[src/rtl/dcsk_rx_correlator_pkg.sv]
// Spreading-factor codes and DCSK receiver state encoding shared by the
// transmit and receive sides.
package spreading_factors_pkg;

    typedef enum logic [1:0] {
        SF2  = 2'd0,
        SF4  = 2'd1,
        SF8  = 2'd2,
        SF16 = 2'd3
    } sf_e;

    typedef enum logic [1:0] {
        IDLE   = 2'd0,
        REF    = 2'd1,
        DATA   = 2'd2,
        DECIDE = 2'd3
    } dcsk_rx_state_e;

    // Chips per half bit period: 2, 4, 8 or 16.
    function automatic logic [4:0] sf_half_len(input logic [1:0] sf);
        return 5'd2 << sf;
    endfunction

endpackage

[src/rtl/dcsk_rx_correlator_if.sv]
// Chip-stream input and decision/word outputs of the DCSK despreader.
interface dcsk_rx_if #(
    parameter int CHIP_W = 8,
    parameter int OUT_W  = 8
);
    logic                  i_start;
    logic [1:0]            i_spreading_factor;
    logic                  i_chip_valid;
    logic [CHIP_W-1:0]     i_chip;
    logic                  o_busy;
    logic [4:0]            o_chip_index;
    logic                  o_msb;
    logic                  o_bit;
    logic                  o_bit_valid;
    logic [OUT_W-1:0]      o_word;
    logic                  o_word_valid;
    logic [2*CHIP_W+3:0]   o_corr;

    // Receiver control / chip source side.
    modport master (
        output i_start, i_spreading_factor, i_chip_valid, i_chip,
        input  o_busy, o_chip_index, o_msb, o_bit, o_bit_valid,
               o_word, o_word_valid, o_corr
    );

    // Despreader side.
    modport slave (
        input  i_start, i_spreading_factor, i_chip_valid, i_chip,
        output o_busy, o_chip_index, o_msb, o_bit, o_bit_valid,
               o_word, o_word_valid, o_corr
    );
endinterface

[src/rtl/dcsk_rx_correlator_chip_ctr.sv]
// Chip position counter within one bit period (2H chips); flags the data
// half and the last chip of the period.
module dcsk_rx_chip_ctr
    import spreading_factors_pkg::*;
(
    input  logic       i_clk,
    input  logic       i_arst,
    input  logic       i_clear,
    input  logic       i_adv,
    input  logic [1:0] i_sf,
    output logic [4:0] o_chip_index,
    output logic       o_msb,
    output logic       o_last
);
    logic [4:0] half;
    logic [3:0] hm1;
    logic [4:0] idx_q, idx_d;

    assign half = sf_half_len(i_sf);
    assign hm1  = 4'(half - 5'd1);

    assign o_chip_index = idx_q;
    assign o_msb        = (idx_q >= half);
    // 2H-1 is H-1 shifted left with a one filled in (H is a power of two).
    assign o_last       = (idx_q == {hm1, 1'b1});

    // Next index: clear wins, otherwise advance only on accepted chips.
    always_comb begin
        idx_d = idx_q;
        if (i_clear)
            idx_d = '0;
        else if (i_adv)
            idx_d = o_last ? 5'd0 : idx_q + 5'd1;
    end

    // Index register.
    always_ff @(posedge i_clk or posedge i_arst) begin
        if (i_arst) idx_q <= '0;
        else        idx_q <= idx_d;
    end
endmodule

[src/rtl/dcsk_rx_correlator.sv]
// DCSK receive despreader: stores the reference half of each bit period,
// correlates the data half against it, decides one bit per period and packs
// decided bits MSB-first into output words.
module dcsk_rx_correlator
    import spreading_factors_pkg::*;
#(
    parameter int CHIP_W     = 8,
    parameter int OUT_W      = 8,
    parameter int FRAME_BITS = 32
) (
    input  logic    i_clk,
    input  logic    i_arst,
    dcsk_rx_if.slave bus
);
    localparam int ACC_W  = 2*CHIP_W + 4;
    localparam int WCNT_W = $clog2(OUT_W);
    localparam int FCNT_W = $clog2(FRAME_BITS + 1);

    localparam logic [1:0] S_IDLE   = IDLE;
    localparam logic [1:0] S_REF    = REF;
    localparam logic [1:0] S_DATA   = DATA;
    localparam logic [1:0] S_DECIDE = DECIDE;

    if ((FRAME_BITS % OUT_W) != 0) begin : g_bad_frame_bits
        $error("FRAME_BITS must be a multiple of OUT_W");
    end

    logic [1:0]               state_q, state_d;
    logic [1:0]               sf_q;
    logic [3:0]               half_lo, hm1;
    logic [4:0]               idx;
    logic                     msb, last;
    logic                     adv, ref_last, data_last;
    logic signed [CHIP_W-1:0] chip_s;
    logic signed [CHIP_W-1:0] ref_q [16];
    logic [3:0]               rd_idx;
    logic signed [2*CHIP_W-1:0] prod;
    logic signed [ACC_W-1:0]  acc_q, acc_next;
    logic                     bit_d;
    logic [OUT_W-2:0]         sr_q;
    logic [OUT_W-1:0]         sr_next;
    logic [WCNT_W-1:0]        wcnt_q;
    logic [FCNT_W-1:0]        fcnt_q;
    logic                     busy_q, bit_q, bit_valid_q, word_valid_q;
    logic [OUT_W-1:0]         word_q;
    logic signed [ACC_W-1:0]  corr_q;

    assign half_lo = 4'(sf_half_len(sf_q));
    assign hm1     = half_lo - 4'd1;
    assign chip_s  = bus.i_chip;

    // A chip coinciding with i_start belongs to no period and is dropped.
    assign adv       = bus.i_chip_valid && !bus.i_start &&
                       (state_q == S_REF || state_q == S_DATA);
    assign ref_last  = adv && (state_q == S_REF) && (idx[3:0] == hm1);
    assign data_last = adv && (state_q == S_DATA) && last;

    dcsk_rx_chip_ctr u_ctr (
        .i_clk        (i_clk),
        .i_arst       (i_arst),
        .i_clear      (bus.i_start),
        .i_adv        (adv),
        .i_sf         (sf_q),
        .o_chip_index (idx),
        .o_msb        (msb),
        .o_last       (last)
    );

    // MAC datapath; 4-bit wrap of idx-H is exact since idx < 2H <= 32.
    always_comb begin
        rd_idx   = idx[3:0] - half_lo;
        prod     = chip_s * ref_q[rd_idx];
        acc_next = acc_q + {{4{prod[2*CHIP_W-1]}}, prod};
        bit_d    = ~acc_next[ACC_W-1];
        sr_next  = {sr_q, bit_d};
    end

    // Next-state logic; i_start always (re)enters REF.
    always_comb begin
        state_d = state_q;
        if (bus.i_start) begin
            state_d = S_REF;
        end else begin
            case (state_q)
                S_REF:    if (ref_last)  state_d = S_DATA;
                S_DATA:   if (data_last) state_d = S_DECIDE;
                S_DECIDE: state_d = (fcnt_q == FCNT_W'(FRAME_BITS)) ? S_IDLE : S_REF;
                default:  state_d = S_IDLE;
            endcase
        end
    end

    // State and latched spreading factor.
    always_ff @(posedge i_clk or posedge i_arst) begin
        if (i_arst) begin
            state_q <= S_IDLE;
            sf_q    <= '0;
        end else begin
            state_q <= state_d;
            if (bus.i_start) sf_q <= bus.i_spreading_factor;
        end
    end

    // Reference half capture.
    always_ff @(posedge i_clk or posedge i_arst) begin
        if (i_arst) begin
            for (int i = 0; i < 16; i++) ref_q[i] <= '0;
        end else if (adv && state_q == S_REF) begin
            ref_q[idx[3:0]] <= chip_s;
        end
    end

    // Accumulator: cleared on entry to DATA, accumulates data-half products.
    always_ff @(posedge i_clk or posedge i_arst) begin
        if (i_arst)
            acc_q <= '0;
        else if (bus.i_start || ref_last)
            acc_q <= '0;
        else if (adv && state_q == S_DATA)
            acc_q <= acc_next;
    end

    // Decision is registered off the final product, so strobes are visible
    // during DECIDE, one cycle after the last chip.
    always_ff @(posedge i_clk or posedge i_arst) begin
        if (i_arst) begin
            busy_q       <= 1'b0;
            bit_q        <= 1'b0;
            bit_valid_q  <= 1'b0;
            word_q       <= '0;
            word_valid_q <= 1'b0;
            corr_q       <= '0;
            sr_q         <= '0;
            wcnt_q       <= '0;
            fcnt_q       <= '0;
        end else begin
            bit_valid_q  <= 1'b0;
            word_valid_q <= 1'b0;
            if (bus.i_start) begin
                busy_q <= 1'b1;
                sr_q   <= '0;
                wcnt_q <= '0;
                fcnt_q <= '0;
            end else if (data_last) begin
                bit_q       <= bit_d;
                bit_valid_q <= 1'b1;
                corr_q      <= acc_next;
                sr_q        <= sr_next[OUT_W-2:0];
                fcnt_q      <= fcnt_q + 1'b1;
                if (wcnt_q == WCNT_W'(OUT_W-1)) begin
                    word_q       <= sr_next;
                    word_valid_q <= 1'b1;
                    wcnt_q       <= '0;
                end else begin
                    wcnt_q <= wcnt_q + 1'b1;
                end
            end else if (state_q == S_DECIDE && state_d == S_IDLE) begin
                busy_q <= 1'b0;
            end
        end
    end

    assign bus.o_busy       = busy_q;
    assign bus.o_chip_index = idx;
    assign bus.o_msb        = msb;
    assign bus.o_bit        = bit_q;
    assign bus.o_bit_valid  = bit_valid_q;
    assign bus.o_word       = word_q;
    assign bus.o_word_valid = word_valid_q;
    assign bus.o_corr       = corr_q;
endmodule
[src/flat_wrapper.sv]
// flat-port wrapper written by rule: the top's interface ports become plain ports
module dcsk_rx_correlator_flat import spreading_factors_pkg::*;
#(
    parameter int CHIP_W     = 8,
    parameter int OUT_W      = 8,
    parameter int FRAME_BITS = 32
)
  (i_clk, i_arst, bus_i_start, bus_i_spreading_factor, bus_i_chip_valid, bus_i_chip, bus_o_busy, bus_o_chip_index, bus_o_msb, bus_o_bit, bus_o_bit_valid, bus_o_word, bus_o_word_valid, bus_o_corr);
  dcsk_rx_if #(.CHIP_W(CHIP_W), .OUT_W(OUT_W)) bus_i ();
  input  logic i_clk;
  input  logic i_arst;
  input wire logic [$bits(bus_i.i_start)-1:0] bus_i_start;
  input wire logic [$bits(bus_i.i_spreading_factor)-1:0] bus_i_spreading_factor;
  input wire logic [$bits(bus_i.i_chip_valid)-1:0] bus_i_chip_valid;
  input wire logic [$bits(bus_i.i_chip)-1:0] bus_i_chip;
  output wire logic [$bits(bus_i.o_busy)-1:0] bus_o_busy;
  output wire logic [$bits(bus_i.o_chip_index)-1:0] bus_o_chip_index;
  output wire logic [$bits(bus_i.o_msb)-1:0] bus_o_msb;
  output wire logic [$bits(bus_i.o_bit)-1:0] bus_o_bit;
  output wire logic [$bits(bus_i.o_bit_valid)-1:0] bus_o_bit_valid;
  output wire logic [$bits(bus_i.o_word)-1:0] bus_o_word;
  output wire logic [$bits(bus_i.o_word_valid)-1:0] bus_o_word_valid;
  output wire logic [$bits(bus_i.o_corr)-1:0] bus_o_corr;
  assign bus_i.i_start = bus_i_start;
  assign bus_i.i_spreading_factor = bus_i_spreading_factor;
  assign bus_i.i_chip_valid = bus_i_chip_valid;
  assign bus_i.i_chip = bus_i_chip;
  assign bus_o_busy = bus_i.o_busy;
  assign bus_o_chip_index = bus_i.o_chip_index;
  assign bus_o_msb = bus_i.o_msb;
  assign bus_o_bit = bus_i.o_bit;
  assign bus_o_bit_valid = bus_i.o_bit_valid;
  assign bus_o_word = bus_i.o_word;
  assign bus_o_word_valid = bus_i.o_word_valid;
  assign bus_o_corr = bus_i.o_corr;
  dcsk_rx_correlator #(.CHIP_W(CHIP_W), .OUT_W(OUT_W), .FRAME_BITS(FRAME_BITS)) u_core (.i_clk(i_clk), .i_arst(i_arst), .bus(bus_i));
endmodule
[config.mk]
export PLATFORM = sky130hd
export DESIGN_NAME = dcsk_rx_correlator_flat
export DESIGN_NICKNAME = d
export VERILOG_FILES = /design/src/rtl/dcsk_rx_correlator_pkg.sv /design/src/rtl/dcsk_rx_correlator_if.sv /design/src/rtl/dcsk_rx_correlator_chip_ctr.sv /design/src/rtl/dcsk_rx_correlator.sv /design/src/flat_wrapper.sv
export SDC_FILE = /design/constraint.sdc
export NUM_CORES = 1
export LEC_CHECK = 0
export CAP_MARGIN = 20
export CORE_MARGIN = 2
export CORE_UTILIZATION = 60
export CTS_BUF_LIST = sky130_fd_sc_hd__clkbuf_8
export CTS_CLUSTER_SIZE = 25
export DETAILED_ROUTE_END_ITERATION = 10
export PLACE_DENSITY = 0.9
export SYNTH_ARGS = -nofsm -noshare
export SYNTH_HDL_FRONTEND = slang
export SYNTH_SLANG_ARGS = --single-unit
[constraint.sdc]
create_clock -name i_clk -period 10.4 [get_ports i_clk]
set_input_delay 2.08 -clock i_clk [delete_from_list [all_inputs] [get_ports i_clk]]
set_output_delay 2.08 -clock i_clk [all_outputs]
set_load 0.02 [all_outputs]
* After elaboration in Yosys (flattened, before gate mapping)
Cells that the tools add are included.
** Cells by class
- Reduce and logical (&&, ||, !) cells :: 19
- Add/sub/neg operators :: 7
- Shift operators :: 1
- $lt $le $gt $ge :: 4
- Multiplexer cells :: 31
- Bitwise gates (word level) :: 4
- Eq/ne operators :: 8
- Multipliers :: 1
** Operators by type and width (count)
- bitwise mux 128 bit :: 1
- two-way mux 20 bit :: 2
- binary-select mux 8 bit (select 4 bit) :: 1
- demux 8 bit (select 4 bit) :: 1
- two-way mux 8 bit :: 3
- adder 20 bit :: 1
- multiplier 8 x 8 -> 16 bit :: 1
- two-way mux 5 bit :: 3
- two-way mux 7 bit :: 2
- two-way mux 6 bit :: 2
- greater-or-equal comparator 5 bit, second input constant :: 2
- NOT 4 -> 5 bit :: 2
- two-way mux 1 bit :: 9
- two-way mux 3 bit :: 3
- logical AND 1 bit :: 8
- nonzero test 2 bit :: 4
- subtractor 4 x 1 -> 4 bit, second input constant :: 2
- adder 6 x 1 -> 6 bit, second input constant :: 1
- equality test 6 bit, second input constant :: 1
- two-way mux 2 bit :: 3
- case mux 2 bit (3 select lines) :: 1
- adder 5 x 1 -> 5 bit, second input constant :: 1
- equality test 5 bit :: 1
- greater-or-equal comparator 5 bit :: 1
- other kinds (15) :: 19
** Word-level totals
- Logic and storage cells :: 104
- Bits of input ports :: 14
- Output and inout port bits :: 38
- Register bits :: 205

* Longest topological paths before layout
Gate-level depths: netlist (run 1).
- Depth in word-level cells :: 13
- Gate-level depth with buffers :: 35
- Mapped depth without buffers :: 34

* Hierarchy
A second synthesis (run 1) with hierarchy kept.
** Second synthesis, totals
- Cells, all modules :: 1134
- Area total of the unflattened synthesis :: 12808.5 µm²
** Modules (own cells, without submodules)
- dcsk_rx_correlator :: cells each 1088, sequential area each 5004.8 µm², times used 1, area each 12400.6 µm²
- dcsk_rx_chip_ctr :: cells each 46, sequential area each 125.1 µm², times used 1, area each 407.9 µm²

* Least setup slack after synthesis (run 1)
No wires, ideal clock.
- Path kind :: reg2reg
- Start :: register u_core.u_ctr.idx_q[1] (netlist: u_core.u_ctr.o_chip_index[1])
- End :: register u_core.word_q[0] (netlist: u_core.bus.o_word[0])
- Slack :: 2.291 ns
- Clock period less this slack :: 8.109 ns
- Stages on the path, launching flop included :: 30
- Data arrival time :: 7.985 ns
- Buffers on the path :: 2
- Setup time :: 0.125 ns
- Required time :: 10.275 ns
- Cell sequence :: dfrtp_1 inv_1 ha_1 clkbuf_1 clkbuf_1 mux4_2 mux4_2 and2_1 fa_1 inv_1 fa_1 inv_1 fa_1 inv_1 fa_1 inv_1 ha_1 nand4_1 or2_0 o2111ai_1 o211ai_1 xnor2_1 ha_1 a21oi_1 o21ai_0 mux2_2 nor3_1 o211ai_1 xor2_1 mux2_2
** Between the ends
- Word-level cells in the longest chain between the ends :: 8
- Elaborated cells on any way between the ends :: 11
- Classes of those cells :: add/sub (2); mul (1); eq/ne (1); mux (3); bitwise (2); reduce/logical (2)
** Ends and longest elaborated chain
- start, declared :: line dcsk_rx_correlator_chip_ctr.sv:17 : logic [4:0] idx_q, idx_d;
- start signal, assigned :: line dcsk_rx_correlator_chip_ctr.sv:39 : else idx_q <= idx_d;
- subtractor 4 bit :: line dcsk_rx_correlator.sv:71 : rd_idx = idx[3:0] - half_lo;
- NOT 4 -> 5 bit (not written as such) :: line dcsk_rx_correlator.sv:72 : prod = chip_s * ref_q[rd_idx];
- binary-select mux 8 bit (select 4 bit) :: line dcsk_rx_correlator.sv:72
- two-way mux 8 bit (not written as such) (2 in a row) :: line dcsk_rx_correlator.sv:72
- multiplier 8 x 8 -> 16 bit :: line dcsk_rx_correlator.sv:72
- adder 20 bit :: line dcsk_rx_correlator.sv:73 : acc_next = acc_q + {{4{prod[2*CHIP_W-1]}}, prod};
- NOT 1 bit :: line dcsk_rx_correlator.sv:74 : bit_d = ~acc_next[ACC_W-1];
- end signal, assigned :: line dcsk_rx_correlator.sv:151 : word_q <= sr_next;
- end, declared :: line dcsk_rx_correlator.sv:45 : logic [OUT_W-1:0] word_q;
Several ways; a longest one is shown, not always the timed one. The select of a mux whose other input is x is not followed.
A chain may end at the register's enable or synchronous reset.

* Worst setup path after layout (run 1)
- Start :: register u_core.u_ctr.idx_q[2] (netlist: u_core.u_ctr.o_chip_index[2])
- End :: register u_core.corr_q[19] (netlist: u_core.bus.o_corr[19])
** Between the ends
- Word-level cells in the longest chain between the ends :: 7
- Elaborated cells on any way between the ends :: 10
- Classes of those cells :: add/sub (2); mul (1); eq/ne (1); mux (3); bitwise (1); reduce/logical (2)
** Ends and longest elaborated chain
- subtractor 4 bit :: line dcsk_rx_correlator.sv:71
- NOT 4 -> 5 bit (not written as such) :: line dcsk_rx_correlator.sv:72
- binary-select mux 8 bit (select 4 bit) :: line dcsk_rx_correlator.sv:72
- two-way mux 8 bit (not written as such) (2 in a row) :: line dcsk_rx_correlator.sv:72
- multiplier 8 x 8 -> 16 bit :: line dcsk_rx_correlator.sv:72
- adder 20 bit :: line dcsk_rx_correlator.sv:73
- end signal, assigned :: line dcsk_rx_correlator.sv:147 : corr_q <= acc_next;
- end, declared :: line dcsk_rx_correlator.sv:46 : logic signed [ACC_W-1:0] corr_q;
Several ways; a longest one is shown, not always the timed one. The select of a mux whose other input is x is not followed.

==> results of run 1 <==
cell usage in the layout, fill, tap and decap left out, drive strengths merged, types with 4 or more instances in the layout:
cell type	count
clkinv	10
a22o	18
buf	9
o21bai	4
nand2	93
dfrtp	205
xnor2	25
xor2	15
o21ai	32
clkbuf	39
ha	67
and3	5
nand3	13
mux4	39
inv	112
a21oi	24
nand4	5
nor2	41
mux2	144
nor3	10
o31ai	5
and2	43
nand2b	19
clkdlybuf4s50	51
fa	57
a21o	13
a211oi	4
worst paths after layout:
check / start / end / slack (ns) / cells past startpoint
setup / recovery: u_core.u_ctr.o_chip_index[2]$_DFFE_PP0P_ / u_core.bus.o_corr[19]$_DFFE_PP0P_ / 1.40 / 28
hold / removal: u_core.bus.o_corr[12]$_DFFE_PP0P_ / u_core.bus.o_corr[12]$_DFFE_PP0P_ / 0.48 / 2
setup reg to reg: u_core.u_ctr.o_chip_index[2]$_DFFE_PP0P_ / u_core.bus.o_corr[19]$_DFFE_PP0P_ / 1.40 / 28
hold reg to reg: u_core.bus.o_corr[12]$_DFFE_PP0P_ / u_core.bus.o_corr[12]$_DFFE_PP0P_ / 0.48 / 2
max in group asynchronous: i_arst / u_core.acc_q[3]$_DFFE_PP0P_ / 7.17 / 4
min in group asynchronous: i_arst / u_core.ref_q[87]$_DFFE_PP0P_ / 2.08 / 2
sequential cells by signal, indices dropped and copies added (netlist names):
name and flops:
u_core.bus.o_busy 1, u_core.state_q 2, u_core.sf_q 2, u_core.ref_q 128, u_core.wcnt_q 3, u_core.acc_q 20, u_core.bus.o_bit 1, u_core.bus.o_word_valid 1
u_core.bus.o_bit_valid 1, u_core.bus.o_word 8, u_core.u_ctr.o_chip_index 5, u_core.sr_q 7, u_core.fcnt_q 6, u_core.bus.o_corr 20
area by class of cell:
class / instances / area share (%)
Tap cell: 275 / 2.44
Sequential cell: 205 / 36.4
Timing Repair Buffer: 60 / 4.25
Clock buffer: 39 / 3.81
Clock inverter: 18 / 1.12
Inverter: 108 / 2.93
Multi-Input combinational cell: 714 / 49.0
report_power, final:
group / leakage [µW] / internal [µW] / switching, µW / total [µW]
Combinational: 0.00372 / 381 / 563 / 944
Sequential: 0.00281 / 832 / 24.1 / 857
Clock: 0.000371 / 399 / 340 / 740
Total: 0.00690 / 1610 / 928 / 2540
cell families (layout without fill, tap and decap cells):
kind of cell    Yosys count  after routing  share of synthesized area, %
xor+xnor                 40             40                          2.83
flops                   205            205                          40.5
mux                     185            185                          19.9
simple gates            242            242                          9.34
fa+ha+maj               124            124                          15.6
buf+inv                 154            225                          4.95
compound gates          123            123                          6.80
per-stage QoR:
stage / cells / hold WS, ns / util (%) / setup slack, ns / total power [µW]
floorplan: 1073 / 0.456 / - / 2.29 / 1600
global placement: 1361 / 0.456 / 64.0 / 1.28 / 1760
detailed placement: 1361 / 0.462 / 64.0 / 0.986 / 1810
CTS: 1418 / 0.476 / 67.3 / 1.50 / 2550
global route: 1419 / 0.490 / 67.4 / 0.897 / 2720
finish: 1419 / 0.476 / 67.4 / 1.40 / 2540
routing by layer:
layer / up-vias / part of all wire [%] / global-route usage (%)
li1: 3776 / - / -
met1: 4298 / 41 / 32.8
met2: 310 / 50 / 44.3
met3: 95 / 5.0 / 4.43
met4: 0 / 4.1 / 11.9
met5: - / 0 / 0
critical path: cells and delay by family, from the launching register on:
family	cells	cell delay, ns
buffers and inverters	5	0.38
multiplexers	2	1.12
AND/OR/NAND/NOR	5	0.96
adder cells (fa/ha/maj)	7	3.20
AO/OA/AOI/OAI	6	1.00
XOR/XNOR	3	1.58
flip-flops	1	0.64
==> reports/metrics.cfg, run 1 <==
[synth]
yosys-top-cells-count = dfrtp_1, mux2_2, inv_1
synthFlopType = dfrtp_1
synth-edff-count = 0
syn_area_um2 = 12700
avgSynthCellArea_um2 = 11.8
synth_seq_area_share_pct = 40.5
ys_ff_latch = 205
synth_most_common_cell = dfrtp_1
synth_top_area_share_pct = 40.5
yosysWarnings = 0
yosys.area.top_type = dfrtp_1
syn_nets = 1211
synth-async-reset-ratio_pct = 100
syn_inst = 1073
synth_area_leaders = dfrtp_1, mux2_2, fa_1
synth.distinct_cells = 66

[finish]
drive_gt1_share_pct = 23.5
antennaDiodeCount = 0
stdcell_area_um2 = 14100
fin_nets = 1261
multi_input_area_um2 = 6910
syn2layout_area_growth_pct = 11.3
seq_area_um2 = 5130
nFillCells = 1399

[route]
finalWirelength_mm = 27.2
dr.pass1.iters = 6
drc = 0
ant_nets = 0
dr_total_vias = 8479
wl_per_cell_um = 19.1
vias_per_cell = 5.98
drt_iter0_drc = 658

[clock_network]
clk_path_buf_depth = 3
cts_htree_levels = 2
postCtsSetupBuffers = 0
insertion_delay_ns = 0.55
clkTransAtPathRegs_ns = 0.06
clkSinkCount = 205
numCtsBuffers = 34
cts_tree = built
holdBufCountCts = 0
root_buffer = clkbuf_8
cts-resized-gates = 0

[placed_design]
hpwl_mm = 18.1
place_area_um2 = 13400
place_congestion = 0.886
portBuffers = 51

[critical_path]
crit_path_end_kind = flip-flop
worst-endpoint-arrival_ns = 9.43
crit_slowest_cell = xnor2_2
critPathRequiredTime_ns = 10.82
worst_setup_path_start_kind = flip-flop
worst-path-max-fanout = 13
crit_top_cell = inv_1
crit_type = reg -> reg
slowest_delay_ns = 0.77

[sta]
min_period_ns = 9.00
tightest_slew_ns = 1.13
setup_viol_count_final = 0
maxSlewViolCount = 0
relSlewSlack_pct = 24.7
hold_viol = 0
rsz0062_at_grt = false
timing.fmax_mhz = 111
tns_ns = 0
fin_crit_sh_pct = 86.6
clock_skew_ns = 0.0394

[grt]
grt_max_degree = 125
grt-ovfl-total = 0
grt_pass1_vias = 9038
grtUsageTotal_pct = 26.0
antenna_found_initial = 0
grt_pass1_wl_mm = 45.6

[power]
peakVddDrop_mv = 0.232
power_density_nw_per_um2 = 180
cellLeakagePower_uw = 0.00690

[floorplan]
rows = 53
dieArea_um2 = 22300
core-area_um2 = 20900
die_w_um = 149
io_pins = 52
initial_core_util_pct = 60.6
fp.dieH_um = 149

[job]
maxCapViolCount = 0

[status]
outcome = finished clean

[min_path]
hold_path_class = reg -> reg

Power figures use the tool's default switching activity.
==> run 2, diff against run 1 <==
--- a/config.mk
+++ b/config.mk
@@ -11,7 +11,7 @@
 export CTS_BUF_LIST = sky130_fd_sc_hd__clkbuf_8
 export CTS_CLUSTER_SIZE = 25
 export DETAILED_ROUTE_END_ITERATION = 10
-export PLACE_DENSITY = 0.9
+export PLACE_DENSITY_LB_ADDON = 0.05
 export SYNTH_ARGS = -nofsm -noshare
 export SYNTH_HDL_FRONTEND = slang
 export SYNTH_SLANG_ARGS = --single-unit
==> reports/metrics.cfg, run 2 (synthesized netlist as in run 1, its figures left out) <==
[finish]
antennaDiodeCount = 0
nFillCells = 1622
stdcell_area_um2 = 14200
instances_no_fill = 1432
seq_area_um2 = 5130
syn2layout_area_growth_pct = 12.2
utilization_pct = 68.0
drive_gt1_share_pct = 23.6
regMostFlops = u_core.ref_q
largest_reg_flops = 128
final_common_cell = dfrtp_1
multi_input_area_um2 = 6910
fin_nets = 1268
final_cell_mix = dfrtp_1, mux2_2, inv_1, nand2_1, ha_1

[sta]
tightest_slew_ns = 1.06
timing.fmax_mhz = 109
hold_viol = 0
relSlewSlack_pct = 29.2
fin_crit_sh_pct = 88.0
min_period_ns = 9.15
rsz0062_at_grt = false
clock_skew_ns = 0.0200
maxSlewViolCount = 0
setup_viol_count_final = 0
tns_ns = 0

[power]
power_density_nw_per_um2 = 181
p_total_uw = 2570
cellLeakagePower_uw = 0.00699
peakVddDrop_mv = 0.119

[critical_path]
crit_path_end_kind = flip-flop
worst_setup_path_start_kind = flip-flop
critPathRequiredTime_ns = 10.81
r2r_end = u_core.bus.o_corr[19]$_DFFE_PP0P_
worst-path-max-fanout = 12
crit_type = reg -> reg
crit-reg2reg-launch = u_core.sf_q[0]$_DFFE_PP0P_
r2r_slack_ns = 1.25
crit_top_cell = inv_1
worst-endpoint-arrival_ns = 9.56
path_delay_family = adder cells
crit_slowest_cell = fa_1
cp.buffers_inverters = 5
r2r_cells = 31
slowest_delay_ns = 0.60

[route]
drc = 0
wl_per_cell_um = 18.3
finalWirelength_mm = 26.1
ant_nets = 0
dr.pass1.iters = 4
vias_per_cell = 5.61
dr_total_vias = 8040
drt_iter0_drc = 372

[min_path]
min_from = u_core.bus.o_corr[12]$_DFFE_PP0P_
holdPathStages = 2
hold_path_class = reg -> reg
hold_end = u_core.bus.o_corr[12]$_DFFE_PP0P_

[placed_design]
place_inst = 1365
place_congestion = 0.812
place_area_um2 = 13400
portBuffers = 51
hpwl_mm = 18.2

[floorplan]
core-area_um2 = 20900
rows = 53
dieArea_um2 = 22300
initial_core_util_pct = 60.6
fp.dieH_um = 149
io_pins = 52
die_w_um = 149

[grt]
grt_pass1_wl_mm = 44.2
grt_pass1_vias = 8494
grt-ovfl-total = 0
grtUsageTotal_pct = 25.1
antenna_found_initial = 0
grt_max_degree = 124

[clock_network]
cts_htree_levels = 2
holdBufCountCts = 0
numCtsBuffers = 37
cts-resized-gates = 0
postCtsSetupBuffers = 0
insertion_delay_ns = 0.54
cts_tree = built
clkSinkCount = 205
clk_path_buf_depth = 3
clkTransAtPathRegs_ns = 0.07
root_buffer = clkbuf_8

[job]
maxCapViolCount = 0

[status]
outcome = finished clean

[run 2: worst max path at each step]
stage / depth (start not counted) / endpoint / startpoint / slack (ns)
after CTS: 31 / u_core.bus.o_corr[19]$_DFFE_PP0P_ / u_core.sf_q[0]$_DFFE_PP0P_ / 1.20
final: 31 / u_core.bus.o_corr[19]$_DFFE_PP0P_ / u_core.sf_q[0]$_DFFE_PP0P_ / 1.25
after detailed placement: 23 / u_core.bus.o_corr[19]$_DFFE_PP0P_ / bus_i_chip[1] / 1.01
after global routing: 31 / u_core.bus.o_corr[19]$_DFFE_PP0P_ / u_core.sf_q[0]$_DFFE_PP0P_ / 0.60
after floorplan: 29 / u_core.bus.o_word[0]$_DFFE_PP0P_ / u_core.u_ctr.o_chip_index[1]$_DFFE_PP0P_ / 2.29
after global placement: 25 / u_core.bus.o_corr[19]$_DFFE_PP0P_ / bus_i_chip[4] / 1.24
[run 2: area by class of cell]
class | count | share of cell area [%]
clock buffer | 45 | 4.36
sequential | 205 | 36.1
multi-input combinational | 714 | 48.7
timing repair buffer | 64 | 4.51
clock inverter | 21 | 0.996
inverter | 108 | 2.91
tap | 275 | 2.42
[run 2: where the power goes]
| part | internal, µW | total (µW) | switching (µW) | leakage (µW) |
|---|---|---|---|---|
| registers | 833 | 852 | 18.9 | 0.00281 |
| logic | 382 | 949 | 567 | 0.00374 |
| clock network | 423 | 770 | 347 | 0.000437 |
[run 2: metrics by stage]
step	setup slack, ns	hold slack (ns)
2_1_floorplan	2.29	0.456
3_3_place_gp	1.24	0.452
3_5_place_dp	1.01	0.456
4_1_cts	1.20	0.468
5_1_grt	0.599	0.484
6_report	1.25	0.462
[run 2: routing by layer]
metal | vias to the layer above | part of all wire, % | wire [µm] | GRT usage, %
li1 | 3803 | - | - | -
met3 | 41 | 3.2 | 837 | 3.88
met2 | 131 | 49 | 12800 | 42.0
met1 | 4065 | 46 | 12100 | 34.9
met5 | - | 0 | 0 | 0
met4 | 0 | 1.5 | 395 | 6.05
[run 2: worst register-to-register path, delay by kind of cell, from the launching register on]
family	cells	cell delay (ns)
and+or+nand+nor	7	1.56
buffers and inverters	5	0.39
DFF	1	0.46
adders and majority gates	7	3.35
muxes	2	0.91
AOI/OAI and AO/OA	8	1.45
xor gates and xnor gates	2	0.90
==> run 3, diff against run 2 <==
==> constraint.sdc (replaced) <==
create_clock -name i_clk -period 9.7 [get_ports i_clk]
set_input_delay 1.94 -clock i_clk [delete_from_list [all_inputs] [get_ports i_clk]]
set_output_delay 1.94 -clock i_clk [all_outputs]
set_load 0.02 [all_outputs]
==> reports/metrics.cfg, run 3 (synthesized netlist as in run 1, its figures left out) <==
[status]
outcome = finished clean

[min_path]
hold_path_class = reg -> reg

[floorplan]
initial_core_util_pct = 60.6
fp.dieH_um = 149
core-area_um2 = 20900
io_pins = 52
die_w_um = 149
rows = 53
dieArea_um2 = 22300

[finish]
nFillCells = 1599
fin_nets = 1268
antennaDiodeCount = 0
syn2layout_area_growth_pct = 11.9
regMostFlops = u_core.ref_q
seq_area_um2 = 5130
drive_gt1_share_pct = 23.2
instances_no_fill = 1432
final_common_cell = dfrtp_1
largest_reg_flops = 128
multi_input_area_um2 = 6910
final_cell_mix = dfrtp_1, mux2_2, inv_1, nand2_1, ha_1

[grt]
antenna_found_initial = 0
grt-ovfl-total = 0
grt_pass1_wl_mm = 43.2
grt_max_degree = 139
grtUsageTotal_pct = 24.4
grt_pass1_vias = 8418

[route]
vias_per_cell = 5.59
drc = 0
dr.pass1.iters = 5
ant_nets = 0
drt_iter0_drc = 445
finalWirelength_mm = 25.5
wl_per_cell_um = 17.8
dr_total_vias = 8008

[critical_path]
startpoint = u_core.u_ctr.o_chip_index[1]$_DFFE_PP0P_
crit-reg2reg-launch = u_core.u_ctr.o_chip_index[1]$_DFFE_PP0P_
crit_top_cell = inv_1
crit_slowest_cell = xnor2_1
r2r_slack_ns = 0.67
critPathRequiredTime_ns = 10.11
worst_setup_path_start_kind = flip-flop
crit_path_end_kind = flip-flop
r2r_end = u_core.bus.o_corr[19]$_DFFE_PP0P_
crit_type = reg -> reg
worst-path-max-fanout = 33
worst-endpoint-arrival_ns = 9.44
crit_end = u_core.bus.o_corr[19]$_DFFE_PP0P_
slowest_delay_ns = 0.69
r2r_cells = 30

[power]
peakVddDrop_mv = 0.175
power_density_nw_per_um2 = 193
cellLeakagePower_uw = 0.00699

[sta]
timing.fmax_mhz = 111
fin_crit_sh_pct = 93.1
tns_ns = 0
min_period_ns = 9.03
clock_skew_ns = 0.0238
tightest_slew_ns = 1.01
relSlewSlack_pct = 32.6
setup_viol_count_final = 0
rsz0062_at_grt = false
hold_viol = 0
maxSlewViolCount = 0
holdWs_ns = 0.463

[placed_design]
hpwl_mm = 18.2
portBuffers = 51
place_congestion = 0.807
place_inst = 1367

[job]
maxCapViolCount = 0

[clock_network]
insertion_delay_ns = 0.53
clkTransAtPathRegs_ns = 0.06
holdBufCountCts = 0
root_buffer = clkbuf_8
cts-resized-gates = 0
cts_tree = built
cts_htree_levels = 2
postCtsSetupBuffers = 0
numCtsBuffers = 36
clk_path_buf_depth = 3
clkSinkCount = 205

[run 3: final cells by class]
| type | instances | area share, % |
|---|---|---|
| multi-input combinational | 714 | 48.8 |
| sequential | 205 | 36.2 |
| timing repair buffer | 65 | 4.44 |
| clock buffer | 42 | 4.08 |
| inverter | 108 | 2.92 |
| tap | 275 | 2.43 |
| clock inverter | 23 | 1.13 |
[run 3: metal layers]
metal / vias up / global-route usage [%] / share of wire [%]
met5: - / 0 / 0
met3: 35 / 3.91 / 2.9
met1: 4063 / 33.5 / 46
li1: 3789 / - / -
met2: 121 / 40.4 / 49
met4: 0 / 7.29 / 1.7
[run 3: worst max-delay path: cells and delay by family, from the launching register on]
kind / cells / cell delay (ns)
AOI/OAI and AO/OA: 5 / 0.87
buffers and inverters: 7 / 0.96
muxes: 3 / 1.39
xor gates and xnor gates: 2 / 1.01
and+or+nand+nor: 6 / 0.99
adders and majority gates: 7 / 3.19
DFF: 1 / 0.46
[run 3: metrics by stage]
| step | cell area [µm²] | total power [µW] | worst slack (ns) | utilization (%) |
|---|---|---|---|---|
| 2_1_floorplan | 12700 | 1720 | 1.59 | - |
| 5_1_grt | 14200 | 2950 | 0.204 | 67.8 |
| 4_1_cts | 14200 | 2770 | 0.732 | 67.8 |
| 3_3_place_gp | 13400 | 1930 | 0.901 | 64.3 |
| 6_report | 14200 | 2740 | 0.672 | 67.8 |
| 3_5_place_dp | 13400 | 1960 | 0.619 | 64.3 |
[run 3: worst min-delay path by stage]
stage,start,to,slack (ns),cells past startpoint
after floorplan,u_core.acc_q[2]$_DFFE_PP0P_,u_core.acc_q[2]$_DFFE_PP0P_,0.46,2
after global placement,u_core.bus.o_corr[12]$_DFFE_PP0P_,u_core.bus.o_corr[12]$_DFFE_PP0P_,0.46,2
after detailed placement,u_core.bus.o_corr[12]$_DFFE_PP0P_,u_core.bus.o_corr[12]$_DFFE_PP0P_,0.46,2
after CTS,u_core.bus.o_corr[12]$_DFFE_PP0P_,u_core.bus.o_corr[12]$_DFFE_PP0P_,0.47,2
after global routing,u_core.bus.o_corr[12]$_DFFE_PP0P_,u_core.bus.o_corr[12]$_DFFE_PP0P_,0.49,2
final,u_core.bus.o_corr[12]$_DFFE_PP0P_,u_core.bus.o_corr[12]$_DFFE_PP0P_,0.46,2
[run 3: power by group]
part | total, µW | switching (µW) | internal [µW] | leakage, µW
Combinational | 1020 | 607 | 411 | 0.00373
Sequential | 914 | 20.9 | 893 | 0.00281
Clock | 808 | 357 | 451 | 0.000439
